--- src/rtl/coherence_bus_ctrl_if.sv ---
// Cache/RAM-side signal bundle of the snooping bus controller.
// master: the controller; slave: the caches and memory it serves.
interface coherence_bus_ctrl_if #(
    parameter int CPUS   = 2,
    parameter int WORD_W = 32
) ();
    logic [CPUS-1:0]             dREN;
    logic [CPUS-1:0]             dWEN;
    logic [CPUS-1:0]             cctrans;
    logic [CPUS-1:0]             ccwrite;
    logic [CPUS-1:0][31:0]       daddr;
    logic [CPUS-1:0][WORD_W-1:0] dstore;
    logic [CPUS-1:0]             dwait;
    logic [CPUS-1:0][WORD_W-1:0] dload;
    logic [CPUS-1:0]             ccwait;
    logic [CPUS-1:0]             ccinv;
    logic [CPUS-1:0][31:0]       ccsnoopaddr;
    logic                        ramREN;
    logic                        ramWEN;
    logic [31:0]                 ramaddr;
    logic [WORD_W-1:0]           ramstore;
    logic [WORD_W-1:0]           ramload;
    logic                        ramwait;

    modport master (
        input  dREN, dWEN, cctrans, ccwrite, daddr, dstore, ramload, ramwait,
        output dwait, dload, ccwait, ccinv, ccsnoopaddr, ramREN, ramWEN, ramaddr, ramstore
    );

    modport slave (
        output dREN, dWEN, cctrans, ccwrite, daddr, dstore, ramload, ramwait,
        input  dwait, dload, ccwait, ccinv, ccsnoopaddr, ramREN, ramWEN, ramaddr, ramstore
    );
endinterface

--- src/rtl/coherence_bus_ctrl.sv ---
// Snooping bus controller: round-robin grant, one snoop cycle, then cache-to-cache or RAM block transfer.
// Latency: grant +1 snoop +1 first RAM word (writeback: grant +1); every RAM word stalls while ramwait is high.
module coherence_bus_ctrl #(
    parameter int CPUS        = 2,
    parameter int WORD_W      = 32,
    parameter int BLOCK_WORDS = 2
) (
    input  logic                 CLK,
    input  logic                 nRST,
    coherence_bus_ctrl_if.master bus
);
    localparam int IW = (CPUS > 1) ? $clog2(CPUS) : 1;
    localparam int WW = (BLOCK_WORDS > 1) ? $clog2(BLOCK_WORDS) : 1;

    typedef enum logic [2:0] {IDLE, SNOOP, XFER, MEMRD, WB, INV} state_t;

    state_t        state_q, state_d;
    logic [IW-1:0] req_q, req_d;
    logic [IW-1:0] resp_q, resp_d;
    logic [IW-1:0] rr_ptr_q, rr_ptr_d;
    logic [WW-1:0] wcnt_q, wcnt_d;

    logic [IW-1:0] rr_next;
    logic [IW-1:0] grant_idx;
    logic          grant_vld;
    logic [IW-1:0] resp_idx;
    logic          resp_vld;
    logic          last_word;
    logic          data_phase;
    logic [CPUS-1:0] requesting;

    logic [CPUS-1:0]             dwait;
    logic [CPUS-1:0]             ccwait;
    logic [CPUS-1:0]             ccinv;
    logic [CPUS-1:0][WORD_W-1:0] dload;
    logic [CPUS-1:0][31:0]       snoop_addr;
    logic                        ram_ren;
    logic                        ram_wen;
    logic [31:0]                 ram_addr;
    logic [WORD_W-1:0]           ram_store;

    assign requesting = bus.dREN | bus.dWEN | bus.cctrans;
    assign rr_next    = (int'(req_q) == CPUS - 1) ? '0 : req_q + 1'b1;
    assign last_word  = (int'(wcnt_q) == BLOCK_WORDS - 1);
    assign data_phase = (state_q == XFER) || (state_q == MEMRD) || (state_q == WB);

    // First requester at or after rr_ptr, wrapping.
    always_comb begin
        int idx;
        idx       = 0;
        grant_vld = 1'b0;
        grant_idx = '0;
        for (int k = 0; k < CPUS; k++) begin
            idx = int'(rr_ptr_q) + k;
            if (idx >= CPUS) begin
                idx = idx - CPUS;
            end
            if (!grant_vld && requesting[IW'(idx)]) begin
                grant_vld = 1'b1;
                grant_idx = IW'(idx);
            end
        end
    end

    // Lowest-indexed other cache claiming the block modified; descending scan lets the lowest win.
    always_comb begin
        resp_vld = 1'b0;
        resp_idx = '0;
        for (int i = CPUS - 1; i >= 0; i--) begin
            if (i != int'(req_q) && bus.ccwrite[i]) begin
                resp_vld = 1'b1;
                resp_idx = IW'(i);
            end
        end
    end

    always_ff @(posedge CLK or negedge nRST) begin
        if (!nRST) begin
            state_q  <= IDLE;
            req_q    <= '0;
            resp_q   <= '0;
            wcnt_q   <= '0;
            rr_ptr_q <= '0;
        end else begin
            state_q  <= state_d;
            req_q    <= req_d;
            resp_q   <= resp_d;
            wcnt_q   <= wcnt_d;
            rr_ptr_q <= rr_ptr_d;
        end
    end

    always_comb begin
        state_d    = state_q;
        req_d      = req_q;
        resp_d     = resp_q;
        wcnt_d     = wcnt_q;
        rr_ptr_d   = rr_ptr_q;
        dwait      = '1;
        ccwait     = '0;
        ccinv      = '0;
        dload      = '0;
        snoop_addr = '0;
        ram_ren    = 1'b0;
        ram_wen    = 1'b0;
        ram_addr   = '0;
        ram_store  = '0;

        case (state_q)
            IDLE: begin
                if (grant_vld) begin
                    req_d = grant_idx;
                    if (bus.dWEN[grant_idx]) begin
                        state_d = WB;
                    end else if (bus.dREN[grant_idx]) begin
                        state_d = SNOOP;
                    end else begin
                        state_d = INV;
                    end
                end
            end
            SNOOP: begin
                for (int i = 0; i < CPUS; i++) begin
                    if (i != int'(req_q)) begin
                        ccwait[i]     = 1'b1;
                        ccinv[i]      = bus.cctrans[req_q];
                        snoop_addr[i] = bus.daddr[req_q];
                    end
                end
                if (resp_vld) begin
                    resp_d  = resp_idx;
                    state_d = XFER;
                end else begin
                    state_d = MEMRD;
                end
            end
            XFER: begin
                // The memory copy is refreshed while the dirty block is forwarded.
                for (int i = 0; i < CPUS; i++) begin
                    if (i != int'(req_q)) begin
                        ccwait[i] = 1'b1;
                    end
                end
                ram_wen        = 1'b1;
                ram_addr       = bus.daddr[req_q];
                ram_store      = bus.dstore[resp_q];
                dload[req_q]   = bus.dstore[resp_q];
                dwait[req_q]   = bus.ramwait;
                dwait[resp_q]  = bus.ramwait;
            end
            MEMRD: begin
                ram_ren      = 1'b1;
                ram_addr     = bus.daddr[req_q];
                dload[req_q] = bus.ramload;
                dwait[req_q] = bus.ramwait;
            end
            WB: begin
                ram_wen      = 1'b1;
                ram_addr     = bus.daddr[req_q];
                ram_store    = bus.dstore[req_q];
                dwait[req_q] = bus.ramwait;
            end
            INV: begin
                for (int i = 0; i < CPUS; i++) begin
                    if (i != int'(req_q)) begin
                        ccwait[i]     = 1'b1;
                        ccinv[i]      = 1'b1;
                        snoop_addr[i] = bus.daddr[req_q];
                    end
                end
                dwait[req_q] = 1'b0;
                state_d      = IDLE;
                rr_ptr_d     = rr_next;
            end
            default: begin
                state_d = IDLE;
            end
        endcase

        if (data_phase && !bus.ramwait) begin
            if (last_word) begin
                wcnt_d   = '0;
                state_d  = IDLE;
                rr_ptr_d = rr_next;
            end else begin
                wcnt_d = wcnt_q + 1'b1;
            end
        end
    end

    assign bus.dwait       = dwait;
    assign bus.dload       = dload;
    assign bus.ccwait      = ccwait;
    assign bus.ccinv       = ccinv;
    assign bus.ccsnoopaddr = snoop_addr;
    assign bus.ramREN      = ram_ren;
    assign bus.ramWEN      = ram_wen;
    assign bus.ramaddr     = ram_addr;
    assign bus.ramstore    = ram_store;

    a_ram_excl: assert property (@(posedge CLK) disable iff (!nRST) !(ram_ren && ram_wen));
    a_snoop_one: assert property (@(posedge CLK) disable iff (!nRST) (state_q == SNOOP) |=> (state_q != SNOOP));
    a_inv_one: assert property (@(posedge CLK) disable iff (!nRST) (state_q == INV) |=> (state_q == IDLE));
endmodule

--- src/flat_wrapper.sv ---
// flat-port wrapper written by rule: the top's interface ports become plain ports
module coherence_bus_ctrl_flat 
#(
    parameter int CPUS        = 2,
    parameter int WORD_W      = 32,
    parameter int BLOCK_WORDS = 2
)
  (CLK, nRST, bus_dREN, bus_dWEN, bus_cctrans, bus_ccwrite, bus_daddr, bus_dstore, bus_ramload, bus_ramwait, bus_dwait, bus_dload, bus_ccwait, bus_ccinv, bus_ccsnoopaddr, bus_ramREN, bus_ramWEN, bus_ramaddr, bus_ramstore);
  coherence_bus_ctrl_if #(.CPUS(CPUS), .WORD_W(WORD_W)) bus_i ();
  input  logic CLK;
  input  logic nRST;
  input wire logic [$bits(bus_i.dREN)-1:0] bus_dREN;
  input wire logic [$bits(bus_i.dWEN)-1:0] bus_dWEN;
  input wire logic [$bits(bus_i.cctrans)-1:0] bus_cctrans;
  input wire logic [$bits(bus_i.ccwrite)-1:0] bus_ccwrite;
  input wire logic [$bits(bus_i.daddr)-1:0] bus_daddr;
  input wire logic [$bits(bus_i.dstore)-1:0] bus_dstore;
  input wire logic [$bits(bus_i.ramload)-1:0] bus_ramload;
  input wire logic [$bits(bus_i.ramwait)-1:0] bus_ramwait;
  output wire logic [$bits(bus_i.dwait)-1:0] bus_dwait;
  output wire logic [$bits(bus_i.dload)-1:0] bus_dload;
  output wire logic [$bits(bus_i.ccwait)-1:0] bus_ccwait;
  output wire logic [$bits(bus_i.ccinv)-1:0] bus_ccinv;
  output wire logic [$bits(bus_i.ccsnoopaddr)-1:0] bus_ccsnoopaddr;
  output wire logic [$bits(bus_i.ramREN)-1:0] bus_ramREN;
  output wire logic [$bits(bus_i.ramWEN)-1:0] bus_ramWEN;
  output wire logic [$bits(bus_i.ramaddr)-1:0] bus_ramaddr;
  output wire logic [$bits(bus_i.ramstore)-1:0] bus_ramstore;
  assign bus_i.dREN = bus_dREN;
  assign bus_i.dWEN = bus_dWEN;
  assign bus_i.cctrans = bus_cctrans;
  assign bus_i.ccwrite = bus_ccwrite;
  assign bus_i.daddr = bus_daddr;
  assign bus_i.dstore = bus_dstore;
  assign bus_i.ramload = bus_ramload;
  assign bus_i.ramwait = bus_ramwait;
  assign bus_dwait = bus_i.dwait;
  assign bus_dload = bus_i.dload;
  assign bus_ccwait = bus_i.ccwait;
  assign bus_ccinv = bus_i.ccinv;
  assign bus_ccsnoopaddr = bus_i.ccsnoopaddr;
  assign bus_ramREN = bus_i.ramREN;
  assign bus_ramWEN = bus_i.ramWEN;
  assign bus_ramaddr = bus_i.ramaddr;
  assign bus_ramstore = bus_i.ramstore;
  coherence_bus_ctrl #(.CPUS(CPUS), .WORD_W(WORD_W), .BLOCK_WORDS(BLOCK_WORDS)) u_core (.CLK(CLK), .nRST(nRST), .bus(bus_i));
endmodule
--- config.mk ---
export PLATFORM = sky130hd
export DESIGN_NAME = coherence_bus_ctrl_flat
export DESIGN_NICKNAME = d
export VERILOG_FILES = /design/src/rtl/coherence_bus_ctrl_if.sv /design/src/rtl/coherence_bus_ctrl.sv /design/src/flat_wrapper.sv
export SDC_FILE = /design/constraint.sdc
export NUM_CORES = 1
export LEC_CHECK = 0
export ABC_AREA = 1
export CELL_PAD_IN_SITES_DETAIL_PLACEMENT = 0
export CELL_PAD_IN_SITES_GLOBAL_PLACEMENT = 1
export CORE_MARGIN = 5
export CORE_UTILIZATION = 17
export CTS_BUF_LIST = sky130_fd_sc_hd__clkbuf_16
export CTS_CLUSTER_SIZE = 28
export DETAILED_ROUTE_END_ITERATION = 8
export GPL_TIMING_DRIVEN = 0
export HOLD_SLACK_MARGIN = 0.03
export MAX_ROUTING_LAYER = met4
export PLACE_DENSITY = 0.94
export SKIP_LAST_GASP = 1
export SLEW_MARGIN = 20
export SYNTH_ARGS = -nofsm -noshare
export SYNTH_HDL_FRONTEND = slang
export SYNTH_SLANG_ARGS = --single-unit
--- constraint.sdc ---
create_clock -name CLK -period 3 [get_ports CLK]
set_input_delay 0.45 -clock CLK [delete_from_list [all_inputs] [get_ports CLK]]
set_output_delay 0.45 -clock CLK [all_outputs]
set_load 0.1 [all_outputs]
==> results.md <==
- The run finished with clean final reports.
- The clock drives 7 sinks.
- The final routed wirelength across all metal layers is 23000 um.
- The wire length of the first global-routing pass is 33400 um.
- Max-cap violations in this run came to 0.
- The critical-path cell with the highest stage delay is clkdlybuf4s15_2.
- Counting along the longest clock path gives a buffer depth of 2.
- The share of layout cells above drive strength 1 is 20.5%.
- Synthesis inferred 7 register bits.
- The family of cells with the greatest summed delay on the critical path is buffers and inverters.
- The average wire length per cell after detail routing is 16.8 um.
- The detailed router finished its first iteration with 301 violations.
- After synthesis, the largest area contributor takes up 18.8% of total cell area.
- The number of nets handed over by synthesis was 904.
- Traced cell by cell, the critical path runs through buf_2 > inv_1 > buf_2 > buf_2 > nor2_1 > o22ai_1 > clkdlybuf4s15_2.
- CTS built an H-tree with a depth of 1.
- The worst setup path is of the register to output port kind.
- The root cell of the clock tree is clkbuf_16.
- The cell area that synthesis handed to floorplanning was 3310 um2.
- For the worst setup path, the data arrival time is 2.46 ns.
- The combined buffer and inverter count along the critical path is 5.
- The proportion of register bits with asynchronous set or reset after synthesis is 100%.
- The share of synthesized area occupied by flip-flops and latches is 5.30%.
- Setup violations remaining at the end of the flow were counted as 0.
- The synthesized design spends more area on one cell type than any other, namely nand2_1.
- The number of endpoints with negative hold slack in the final report is 0.
- Yosys instantiated no cell more often than nand2_1.
- For this run, the top clock speed supported by timing is 0.344 GHz.
- The share of the cycle needed by the critical path after routing is 97.0%.
- The worst stage delay on the critical path is 0.59 ns.
- The area of the core is 19300 um2.
- Pin placement for this block handled 371 I/O pins.
- Data on the critical path is required at its endpoint by 2.55 ns.
- After detailed routing, the number of vias per cell comes to 4.41.
- TritonCTS built the clock tree.
- Port buffering added 370 buffers.
- The worst clock skew is 0.000773 ns.
- The pin slew with the least headroom to its limit is 1.00 ns.
- The post-route minimum period is 2.91 ns.
- The post-route DRC violation count is 0.
- The global-route total usage across every layer is 19.5%.
- The die is 150 um wide.
- The number of antenna violations at the first check in global routing is 0.
- The clock latency reported for the late side of the worst-skew pair is 0.24 ns.
- The net total in the final layout is 1279.
- The largest net degree at the start of global routing is 11.
- 0 antenna diodes ended up in the layout.
- In the synthesized netlist, the number of instances is 733.
- The type of origin of the critical path is a register.
- The element type at the critical path end is an output port.
- In this run the remaining antenna-violating nets after routing total 0.
- The total overflow left after global routing is 0.
- After synthesis, the most frequently instantiated cells are 166 x nand2_1, 147 x nor2_1, 130 x inv_1, 105 x o21ai_0.
- The average size of a mapped cell is 4.51 um2.
- The wire-length estimate of the detail-placed layout is 19100 um.
- Measured against its own limit, the worst slew margin works out to 33.6%.
- The floorplan has 51 rows.
- The clock transition at the registers of the reported paths is 0.04 ns.
- The count of buffers added by post-CTS timing repair for setup is 0.
- The area growth from synthesis to layout is 114%.
- The number of enable-type register cells in the synthesized netlist is 0.
- Routability-driven placement finished with a final weighted congestion of 0.874.
- For this run, the number of Yosys warnings is 0.
- The most used flip-flop cell after synthesis is dfrtp_1.
- The tightest min-delay check is of the input port to async pin type.
- The initial utilization of the core area, before any placement, comes to 17.1%.
- The routed layout has 6051 vias.
- In this run, CTS created clock tree buffers numbering 3.
- The iteration count of the initial detailed-routing pass is 5.
- The count of distinct cell types in the synthesized netlist is 25.
- The final-layout worst hold slack is 0.486 ns.
- Measured along the y axis, the die boundary spans 150 um.
- The count of final max-slew check failures came to 0.
- In the post-synthesis netlist, the biggest area contributors are nand2_1 19%, nor2_1 17%, o21ai_0 16%.
- The cell repeated most along the worst path is buf_2.
- Setup repair after global routing could not meet its margin everywhere.
- The peak fanout along the critical path is 10.
- The die outline area is 22400 um2.
- The number of global-route vias before repair is 5904.
==> area by class of cell <==
| cell class | instances | area (um2) |
|---|---|---|
| sequential | 7 | 175 |
| timing repair buffer | 370 | 3340 |
| clock inverter | 1 | 3.75 |
| fill | 2131 | 12200 |
| tap | 265 | 332 |
| buffer | 56 | 290 |
| inverter | 135 | 509 |
| multi-input combinational | 535 | 2360 |
| clock buffer | 3 | 75.1 |
==> path summary, 6_finish.rpt <==
kind / startpoint / to / slack, ns / cells after the start
setup / recovery: u_core.req_q / bus_ramstore[19] / 0.09 / 7
hold / removal: nRST / u_core.last_word / 0.49 / 1
setup reg to reg: u_core.req_q / u_core.req_q / 1.38 / 5
hold reg to reg: u_core.rr_ptr_q / u_core.req_q / 0.57 / 2
max in group asynchronous: nRST / u_core.state_q[0] / 2.26 / 1
min in group CLK: u_core.rr_ptr_q / u_core.req_q / 0.57 / 2
==> cell families after synthesis <==
kind of cell	after synthesis	synth area share (%)
buffers and inverters	191	24.1
XOR/XNOR	1	0.265
flip-flops	7	5.30
AO/OA/AOI/OAI	173	26.9
AND/OR/NAND/NOR	361	43.5
==> flip-flops by register name (all words and copies together) (netlist names) <==
signal and cells:
u_core.last_word 1, u_core.req_q 1, u_core.resp_q 1, u_core.rr_ptr_q 1, u_core.state_q 3
==> layer usage <==
layer | vias up | global-route usage [%] | routed length [um]
met5 | - | - | 0
met4 | 0 | 3.71 | 443
met3 | 26 | 3.54 | 1810
met2 | 311 | 34.3 | 11300
met1 | 2702 | 23.4 | 9480
li1 | 3012 | - | -
==> metrics by stage <==
step	utilization, %	setup TNS (ns)	worst slack [ns]	instance area [um2]	instances
global placement	38.1	-21.91	-0.339	7370	1368
finish	36.7	0	0.0907	7090	1372
floorplan	-	-11.28	-0.389	3330	733
detailed placement	38.1	-24.76	-0.358	7370	1368
CTS	38.6	-0.0378	-0.0378	7460	1372
global route	36.7	-0.152	-0.130	7090	1372
==> repair_timing <==
action                                  4_1_cts  5_1_grt
endpoints found under the setup margin      199      101
gates resized for setup                     501      172
hold buffers                                  0        0
==> placed cells by master, fill, tap and decap left out, types with 2 or more instances in the layout <==
master,instances
o21ai_0,103
clkbuf_16,3
nor3_1,30
nor2_1,147
nand2_1,166
inv_2,4
clkbuf_2,53
dlygate4sd2_1,17
clkbuf_1,19
buf_2,57
nand4_1,2
dlygate4sd1_1,2
o21ai_1,36
clkdlybuf4s50_1,170
clkdlybuf4s18_2,6
inv_1,131
clkbuf_4,5
nor3_2,4
o22ai_1,14
nand3_1,7
clkdlybuf4s15_1,4
nor2_2,2
buf_1,4
dfrtp_1,7
buf_4,3
buf_6,5
a21oi_1,18
clkdlybuf4s15_2,80
Power is left out: the tool's default activity adds up to more than one toggle a clock period on the data nets, which glitch-free logic cannot reach.
